## config.mk

```make
export PLATFORM = sky130hd
export DESIGN_NAME = parking_sensor_conditioner
export DESIGN_NICKNAME = d
export VERILOG_FILES = /design/src/rtl/parking_pkg.sv /design/src/rtl/parking_debounce.sv /design/src/rtl/parking_sensor_conditioner.sv
export SDC_FILE = /design/constraint.sdc
export NUM_CORES = 1
export LEC_CHECK = 0
export ABC_AREA = 1
export CORE_AREA = 3 3 42 44
export CTS_BUF_LIST = sky130_fd_sc_hd__clkbuf_16
export CTS_CLUSTER_SIZE = 20
export DETAILED_ROUTE_END_ITERATION = 8
export DIE_AREA = 0 0 45 47
export PLACE_DENSITY = 0.81
export SLEW_MARGIN = 20
export SYNTH_ARGS = -nofsm -noshare
export SYNTH_HDL_FRONTEND = slang
export SYNTH_SLANG_ARGS = --single-unit
export TNS_END_PERCENT = 30
```

## constraint.sdc

```tcl
create_clock -name clk -period 4.2 [get_ports clk]
set_clock_uncertainty 0.1 [all_clocks]
set_input_delay 0.84 -clock clk [delete_from_list [all_inputs] [get_ports clk]]
set_output_delay 0.84 -clock clk [all_outputs]
set_load 0.05 [all_outputs]
```

## src/rtl/parking_pkg.sv

```systemverilog
// parking_pkg: shared defaults, occupancy type and count-update action for the parking sensor conditioner
package parking_pkg;
    localparam int DEFAULT_DEB_CYCLES = 4;
    localparam int DEFAULT_CAPACITY = 8;
    typedef logic [$clog2(DEFAULT_CAPACITY+1)-1:0] occ_t;
    typedef enum logic [1:0] {HOLD, INC, DEC} occ_act_e;
endpackage

```

## src/rtl/parking_debounce.sv

```systemverilog
// parking_debounce: two-flop synchroniser, stable-count debounce and falling-edge pulse for one sensor
module parking_debounce import parking_pkg::*; #(
    parameter int DEB_CYCLES = DEFAULT_DEB_CYCLES
) (
    input  logic clk,
    input  logic rst,
    input  logic raw_in,
    output logic level_out,
    output logic fall_pulse
);
    localparam int CW = DEB_CYCLES > 1 ? $clog2(DEB_CYCLES) : 1;
    logic [1:0] sync_q, sync_d;
    logic [CW-1:0] cnt_q, cnt_d;
    logic level_q, level_d, prev_q, prev_d;
    logic differ, done;
    always_comb begin
        sync_d = {sync_q[0], raw_in};
        differ = sync_q[1] != level_q;
        done = cnt_q == CW'(DEB_CYCLES - 1);
        cnt_d = (!differ || done) ? '0 : cnt_q + CW'(1);
        level_d = (differ && done) ? ~level_q : level_q;
        prev_d = level_q;
    end
    always_ff @(posedge clk or posedge rst) begin
        if (rst) begin
            sync_q <= '0;
            cnt_q <= '0;
            level_q <= 1'b0;
            prev_q <= 1'b0;
        end else begin
            sync_q <= sync_d;
            cnt_q <= cnt_d;
            level_q <= level_d;
            prev_q <= prev_d;
        end
    end
    assign level_out = level_q;
    assign fall_pulse = prev_q & ~level_q;
endmodule

```

## src/rtl/parking_sensor_conditioner.sv

```systemverilog
// parking_sensor_conditioner: debounced sensors, car pulses and saturating occupancy; PARK_ERR_FLAG_EN adds a sticky count_err flag
module parking_sensor_conditioner import parking_pkg::*; #(
    parameter int DEB_CYCLES = DEFAULT_DEB_CYCLES,
    parameter int CAPACITY = DEFAULT_CAPACITY,
    localparam int CNT_W = $clog2(CAPACITY + 1)
) (
    input  logic clk,
    input  logic rst,
    input  logic sensor_entrance_raw,
    input  logic sensor_exit_raw,
    output logic sensor_entrance,
    output logic sensor_exit,
    output logic car_in_pulse,
    output logic car_out_pulse,
    output logic [CNT_W-1:0] occupancy,
    output logic lot_full,
    output logic lot_empty
`ifdef PARK_ERR_FLAG_EN
    ,
    input  logic err_clr,
    output logic count_err
`endif
);
    logic [CNT_W-1:0] occ_q, occ_d;
    occ_act_e act;
    logic in_only, out_only;
    parking_debounce #(.DEB_CYCLES(DEB_CYCLES)) u_ent (
        .clk(clk), .rst(rst), .raw_in(sensor_entrance_raw),
        .level_out(sensor_entrance), .fall_pulse(car_in_pulse)
    );
    parking_debounce #(.DEB_CYCLES(DEB_CYCLES)) u_ext (
        .clk(clk), .rst(rst), .raw_in(sensor_exit_raw),
        .level_out(sensor_exit), .fall_pulse(car_out_pulse)
    );
    assign lot_full = occ_q == CNT_W'(CAPACITY);
    assign lot_empty = occ_q == '0;
    assign occupancy = occ_q;
    // simultaneous in and out cancel, so only lone pulses move the count
    always_comb begin
        in_only = car_in_pulse & ~car_out_pulse;
        out_only = car_out_pulse & ~car_in_pulse;
        act = (in_only && !lot_full) ? INC : (out_only && !lot_empty) ? DEC : HOLD;
        occ_d = act == INC ? occ_q + CNT_W'(1) : act == DEC ? occ_q - CNT_W'(1) : occ_q;
    end
    always_ff @(posedge clk or posedge rst) begin
        if (rst) occ_q <= '0;
        else occ_q <= occ_d;
    end
`ifdef PARK_ERR_FLAG_EN
    logic err_q, err_d;
    always_comb err_d = (in_only & lot_full) | (out_only & lot_empty) | (err_q & ~err_clr);
    always_ff @(posedge clk or posedge rst) begin
        if (rst) err_q <= 1'b0;
        else err_q <= err_d;
    end
    assign count_err = err_q;
`endif
endmodule
```

==> impl_metrics.env, run 1 <==
export IMPL_placedCellCount=106
export IMPL_ys_seq_area_frac=0.531
export IMPL_rows=14
export IMPL_avgRoutedWirePerCell_um=11.5
export IMPL_synth_cell_type_count=18
export IMPL_layout_cells_non_filler=109
export IMPL_grtUsageTotal=0.141
export IMPL_multiInputGateArea_um2=308
export IMPL_cts_made_buffers=3
export IMPL_setup_viol=0
export IMPL_vias=533
export IMPL_synth_area_um2=754
export IMPL_yosys_warnings=0
export IMPL_finalMaxSlewViolations=0
export IMPL_viasPerCell=4.89
export IMPL_timing_final_crit_share=0.661
export IMPL_syn_num_nets=86
export IMPL_synth_area_leaders="dfrtp_1 53%, ha_1 6.6%, inv_1 5.5%"
export IMPL_post_cts_buffers=0
export IMPL_synth_ff_type="dfrtp_1"
export IMPL_synth_top_area_frac=0.531
export IMPL_clk_latency_ns=0.24
export IMPL_syn_instance_count=77
export IMPL_yosys_top_cells_count="16 x dfrtp_1, 11 x inv_1, 11 x nand2_1"
export IMPL_clkTransAtPathRegs_ns=0.05
export IMPL_fp_dieH_um=47
export IMPL_syn_avg_cell_area_um2=9.80
export IMPL_core_um2=1470
export IMPL_firstDrtPassIters=4
export IMPL_grt_setup_unrepaired="false"
export IMPL_root_buffer="clkbuf_16"
export IMPL_hpwl_um=990
export IMPL_path_class="register to output pin"
export IMPL_drc=0
export IMPL_place_gp_congestion=0.842
export IMPL_cts_sinks=16
export IMPL_yosysMostFrequentCell="dfrtp_1"
export IMPL_cts_resized=0
export IMPL_crit_path_end_kind="output pin"
export IMPL_numPortBuffers=13
export IMPL_grt_max_degree=17
export IMPL_grt_pass1_wl_mm=2.02
export IMPL_status="complete, no violations"
export IMPL_fillers=121
export IMPL_min_period_ns=2.78
export IMPL_grt_met2_usage=0.215
export IMPL_synth_edf_count=0
export IMPL_hold_buffers=0
export IMPL_post_place_ws_ns=1.68
export IMPL_setup_ws_ns=1.42
export IMPL_fin_tns_setup_ns=0
export IMPL_cap_violations=0
export IMPL_drt_total_wl_mm=1.26
export IMPL_ff_latch_area_um2=400
export IMPL_n_antenna_cell=0
export IMPL_antenna_found_initial=0
export IMPL_dieWidth_um=45
export IMPL_critPathRequiredTime_ns=3.26
export IMPL_async_flop_share=1.00
export IMPL_nets=104
export IMPL_hold_path_class="register to register"
export IMPL_crit_arrival_ns=1.84
export IMPL_dieArea_um2=2120
export IMPL_start_kind="register"
export IMPL_grt_pass1_vias=470
export IMPL_gr_usage_met3=0.0268
export IMPL_drive_gt1_frac=0.161
export IMPL_grt_busiest_layer="met2"
export IMPL_h_tree_depth=1
export IMPL_grt_use_met1=0.173
export IMPL_start_util=0.513
export IMPL_ys_seq_elements=16
export IMPL_gr_total_overflow=0
export IMPL_critPathMaxFanout=5
export IMPL_drt_first_iter_violations=9
export IMPL_slew_limit_headroom=0.632
export IMPL_yosys_area_top_type="dfrtp_1"
export IMPL_syn_to_final_growth_pct=29.9
export IMPL_whs_ns=0.245
export IMPL_ios=14
export IMPL_fmax_mhz=360
export IMPL_worst_slew_pin_slew_ns=0.551
export IMPL_ant_nets=0
export IMPL_hold_viol_final=0
export IMPL_cts_tree="built"
export IMPL_clk_path_buf_depth=2
==> cell usage in the layout, fill, tap and decap left out <==
master,Yosys,final
dfrtp_1,16,16
nor2_4,1,1
xor2_1,2,2
fa_1,1,1
nand4_1,1,1
clkinv_2,1,1
clkbuf_16,0,3
nor2_1,8,8
nand3_1,3,3
nand2_2,4,4
a21oi_1,3,3
o21ai_0,4,4
nand2_4,2,2
nor2_2,3,3
nand2_1,11,11
nand3_2,1,1
o21ai_1,1,1
inv_1,11,11
clkdlybuf4s50_1,0,13
ha_1,4,4
==> flip-flops by register name (all words and copies together), names as in the netlist <==
register	count
u_ext.sync_q	2
u_ent.cnt_q	2
u_ent.sync_q	2
u_ext.prev_q	1
occupancy	4
u_ext.cnt_q	2
u_ent.level_out	1
u_ext.level_out	1
u_ent.prev_q	1
==> layout make-up <==
class                           count  area share
Sequential cell                    16       0.409
Clock buffer                        3      0.0766
Multi-Input combinational cell     49       0.314
Tap cell                           16      0.0204
Timing Repair Buffer               13       0.133
Inverter                           12      0.0473
==> per-stage QoR <==
step,area [um2],util
after global placement,905,0.615
final,980,0.666
after detailed placement,905,0.615
after floorplan,754,-
after CTS,980,0.666
after global routing,980,0.666
==> layer usage <==
layer | up-vias | share of wire
met2 | 16 | 0.47
met4 | 0 | 0.029
met5 | - | 0
li1 | 270 | -
met3 | 6 | 0.053
met1 | 241 | 0.44
==> cells by family (layout without fill, tap and decap cells) <==
family	after synthesis	after routing	synth area share
XOR/XNOR	2	2	0.0232
flip-flops	16	16	0.531
adder cells (fa/ha/maj)	5	5	0.0929
AND/OR/NAND/NOR	34	34	0.239
AO/OA/AOI/OAI	8	8	0.0531
buffers and inverters	12	28	0.0614
==> critical path, stage by stage (launching register included) <==
cell	delay (ns)
dfrtp_1	0.45
nor2_2	0.17
nand3_1	0.12
inv_1	0.07
clkdlybuf4s50_1	0.79
==> final timing paths <==
kind | from | to | slack (ns) | cells after the start
min | u_ent.sync_q[0] | u_ent.sync_q[1] | 0.24 | 0
max | occupancy[0] | lot_empty | 1.42 | 4
min reg2reg | u_ent.sync_q[0] | u_ent.sync_q[1] | 0.24 | 0
max in group asynchronous | rst | occupancy[2] | 2.79 | 2
max reg2reg | u_ent.level_out | occupancy[3] | 2.33 | 11
min in group asynchronous | rst | u_ent.cnt_q[0] | 0.84 | 2
Power of run 1 is not shown: default switching activity piles up to over one toggle a cycle in this logic, so the estimate is an artifact.
==> run 2, diff against run 1 <==
CORE_AREA = 3 3 44 46   (was 3 3 42 44)
DIE_AREA = 0 0 47 49   (was 0 0 45 47)
PLACE_DENSITY = 0.75   (was 0.81)
clock period = 2.8 ns   (was 4.2 ns; I/O delays follow)
==> run 2 against run 1 <==
Net effect:
- register-to-register slack worse by 1.4 ns
- non-clock buffer count stayed put
- via count fell by 3.2%
- routed wire length down 0.40%
- sequential share of layout area did not move
- sequential cell count is the same
- final area unchanged
- critical path type unchanged
- critical endpoint unchanged
- largest cell class unchanged
- highest routed layer unchanged
==> impl_metrics.env, run 2 (same netlist as run 1, synthesis figures left out) <==
export IMPL_clk_latency_ns=0.24
export IMPL_min_period_ns=2.49
export IMPL_critPathRequiredTime_ns=2.14
export IMPL_drc=0
export IMPL_hold_viol_final=0
export IMPL_finalMaxSlewViolations=0
export IMPL_firstDrtPassIters=2
export IMPL_drt_first_iter_violations=4
export IMPL_cts_tree="built"
export IMPL_start_kind="register"
export IMPL_root_buffer="clkbuf_16"
export IMPL_path_class="register to output pin"
export IMPL_n_antenna_cell=0
export IMPL_nets=104
export IMPL_design_area_um2=980
export IMPL_h_tree_depth=1
export IMPL_cts_resized=0
export IMPL_gr_total_overflow=0
export IMPL_worst_slew_pin_slew_ns=0.574
export IMPL_core_um2=1540
export IMPL_clk_path_buf_depth=2
export IMPL_clkTransAtPathRegs_ns=0.04
export IMPL_grtUsageTotal=0.139
export IMPL_place_gp_congestion=0.776
export IMPL_dieArea_um2=2300
export IMPL_grt_pass1_wl_mm=2.22
export IMPL_cts_made_buffers=3
export IMPL_grt_setup_unrepaired="false"
export IMPL_grt_pass1_vias=496
export IMPL_rows=14
export IMPL_slew_limit_headroom=0.617
export IMPL_antenna_found_initial=0
export IMPL_hold_path_class="register to register"
export IMPL_hold_buffers=0
export IMPL_largest_reg_flops=4
export IMPL_setup_viol=0
export IMPL_post_cts_buffers=0
export IMPL_hpwl_um=967
export IMPL_crit_path_end_kind="output pin"
export IMPL_cap_violations=0
export IMPL_layout_common_cells="16 x dfrtp_1, 13 x clkdlybuf4s50_1, 11 x nand2_1, 11 x inv_1, 8 x nor2_1"
export IMPL_dpl_cell_area_um2=905
export IMPL_cts_sinks=16
export IMPL_fin_tns_setup_ns=0
export IMPL_multiInputGateArea_um2=308
export IMPL_dieWidth_um=47
export IMPL_fillers=124
export IMPL_avgRoutedWirePerCell_um=11.5
export IMPL_numPortBuffers=13
export IMPL_fmax_mhz=401
export IMPL_timing_final_crit_share=0.890
export IMPL_crit_arrival_ns=1.83
export IMPL_start_util=0.489
export IMPL_status="complete, no violations"
export IMPL_hp_start="u_ent.sync_q[0]"
export IMPL_fp_dieH_um=49
export IMPL_grt_max_degree=17
export IMPL_ios=14
export IMPL_drt_total_wl_mm=1.25
export IMPL_syn_to_final_growth_pct=29.9
export IMPL_ant_nets=0
export IMPL_ff_latch_area_um2=400
export IMPL_vias=516
export IMPL_final_common_cell="dfrtp_1"
export IMPL_r2r_start="u_ent.level_out"
export IMPL_viasPerCell=4.73
export IMPL_critPathMaxFanout=5
export IMPL_startpoint="occupancy[0]"
export IMPL_drive_gt1_frac=0.161
-- run 2: cell counts in the layout (fill, tap and decap cells not counted) --
No cell type changed its count.
-- run 2: layer usage --
layer	track usage	up-vias	wire length [um]
met5	0	-	0
met4	0.0829	0	26
met3	0.0443	4	55
met2	0.201	13	630
met1	0.176	228	539
li1	-	271	-
-- run 2: worst paths after layout --
kind / endpoint / slack [ns] / cells past startpoint
min in group asynchronous: u_ent.cnt_q[0] / 0.58 / 2
hold reg to reg: u_ent.sync_q[1] / 0.24 / 0
setup reg to reg: occupancy[3] / 0.97 / 11
setup / recovery: lot_empty / 0.31 / 4
max in group asynchronous: occupancy[1] / 1.65 / 2
hold / removal: u_ent.sync_q[1] / 0.24 / 0
-- run 2: critical path: stages (launching register included) --
cell and delay, ns:
dfrtp_1 0.45, nor2_2 0.17, nand3_1 0.11, inv_1 0.07, clkdlybuf4s50_1 0.79
-- run 2: through the flow --
stage                      util  instances  setup slack, ns  hold WS (ns)
after global placement    0.587        106            0.580         0.233
after detailed placement  0.587        106            0.552         0.235
after CTS                 0.636        109            0.292         0.245
after global routing      0.636        109            0.214         0.252
final                     0.636        109            0.308         0.245
after floorplan               -         77            0.523         0.231
-- run 2: final cells by class --
class / count / share of cell area
clock buffer: 3 / 0.0766
sequential: 16 / 0.409
timing repair buffer: 13 / 0.133
multi-input combinational: 49 / 0.314
inverter: 12 / 0.0473
tap: 16 / 0.0204
Power of run 2 is left out for the same reason.
==> run 3, diff against run 2 <==
GPL_TIMING_DRIVEN = 0   (was not set)
SLEW_MARGIN = 10   (was 20)
==> run 3 against run 2 <==
Net effect:
- routed wire length fell by 3.1%
- highest routed layer unchanged
- setup slack got worse by 0.0033 ns
- utilization rose by 0.24 points
- final area rose by 0.38%
- fmax fell by 0.13%
==> impl_metrics.env, run 3 (same netlist as run 1, synthesis figures left out) <==
export IMPL_hold_buffers=0
export IMPL_crit_path_end_kind="output pin"
export IMPL_post_cts_buffers=0
export IMPL_crit_arrival_ns=1.84
export IMPL_grt_pass1_vias=496
export IMPL_multiInputGateArea_um2=308
export IMPL_r2r_slack_ns=0.95
export IMPL_syn_to_final_growth_pct=30.3
export IMPL_r2r_start="occupancy[0]"
export IMPL_fin_tns_setup_ns=0
export IMPL_final_common_cell="dfrtp_1"
export IMPL_slew_limit_headroom=0.592
export IMPL_start_kind="register"
export IMPL_hold_viol_final=0
export IMPL_grt_setup_unrepaired="false"
export IMPL_cts_tree="built"
export IMPL_rows=14
export IMPL_clk_latency_ns=0.24
export IMPL_largest_reg_flops=4
export IMPL_root_buffer="clkbuf_16"
export IMPL_reg2reg_depth=10
export IMPL_cts_made_buffers=3
export IMPL_grt_max_degree=17
export IMPL_clkTransAtPathRegs_ns=0.05
export IMPL_antenna_found_initial=0
export IMPL_cts_resized=0
export IMPL_dieWidth_um=47
export IMPL_hpwl_um=932
export IMPL_drt_first_iter_violations=2
export IMPL_path_class="register to output pin"
export IMPL_gr_total_overflow=0
export IMPL_finalMaxSlewViolations=0
export IMPL_holdPathEnd="u_ent.sync_q[1]"
export IMPL_ios=14
export IMPL_whs_path_depth=0
export IMPL_critPathRequiredTime_ns=2.14
export IMPL_place_gp_congestion=0.781
export IMPL_fillers=129
export IMPL_drive_gt1_frac=0.160
export IMPL_ff_latch_area_um2=400
export IMPL_route_met3_wl_um=76
export IMPL_drt_total_wl_mm=1.21
export IMPL_h_tree_depth=1
export IMPL_highest_layer="met4"
export IMPL_ant_nets=0
export IMPL_grtUsageTotal=0.126
export IMPL_wl_met2_um=552
export IMPL_dieArea_um2=2300
export IMPL_firstDrtPassIters=4
export IMPL_setup_viol=0
export IMPL_nets=104
export IMPL_worst_slew_pin_slew_ns=0.612
export IMPL_status="complete, no violations"
export IMPL_layout_common_cells="16 x dfrtp_1, 13 x clkdlybuf4s50_1, 11 x nand2_1, 11 x inv_1, 8 x nor2_1"
export IMPL_hp_start="u_ent.sync_q[0]"
export IMPL_timing_final_crit_share=0.891
export IMPL_critPathMaxFanout=5
export IMPL_grt_pass1_wl_mm=2.06
export IMPL_drc=0
export IMPL_r2r_end="occupancy[3]"
export IMPL_drt_met1_wl_um=564
export IMPL_cap_violations=0
export IMPL_viasPerCell=4.90
export IMPL_hold_path_class="register to register"
export IMPL_core_um2=1540
export IMPL_numPortBuffers=13
export IMPL_clk_path_buf_depth=2
export IMPL_cts_sinks=16
export IMPL_fmax_mhz=401
export IMPL_vias=539
export IMPL_min_period_ns=2.50
export IMPL_n_antenna_cell=0
export IMPL_start_util=0.489
export IMPL_fp_dieH_um=49
export IMPL_avgRoutedWirePerCell_um=11.0
==> run 3: cell types whose count changed in the layout (fill, tap and decap cells not counted), sizes merged <==
cell / previous run / this run
clkinv: 1 / 2
==> run 3: cell type report <==
type / instances / share of cell area
timing repair buffer: 13 / 0.132
inverter: 12 / 0.0471
tap: 16 / 0.0204
clock inverter: 1 / 0.00382
sequential: 16 / 0.407
multi-input combinational: 49 / 0.313
clock buffer: 3 / 0.0763
==> run 3: per-stage QoR <==
step                hold WS [ns]  utilization  setup slack (ns)  cell area, um2  cells
floorplan                  0.231            -             0.523             754     77
global placement           0.232        0.587             0.561             905    106
detailed placement         0.243        0.587             0.556             905    106
CTS                        0.246        0.638             0.288             983    110
global route               0.251        0.638             0.192             983    110
finish                     0.244        0.638             0.304             983    110
==> run 3: worst max-delay path by stage <==
stage,from,endpoint,slack [ns]
2_1_floorplan,u_ext.level_out,occupancy[3],0.52
3_3_place_gp,occupancy[0],lot_empty,0.56
3_5_place_dp,occupancy[0],lot_empty,0.56
4_1_cts,occupancy[0],lot_empty,0.29
5_1_grt,occupancy[0],lot_empty,0.19
6_report,occupancy[0],lot_empty,0.30
==> run 3: worst max-delay path, cell delays in order, from the launching register on <==
cell             delay (ns)
dfrtp_1                0.45
nor2_2                 0.16
nand3_1                0.11
inv_1                  0.07
clkdlybuf4s50_1        0.79
==> run 3: metal layers <==
metal	up-vias	global-route usage
li1	276	-
met1	246	0.166
met2	14	0.176
met3	3	0.0554
met4	0	0.0553
met5	-	0
Power of run 3 is left out for the same reason.
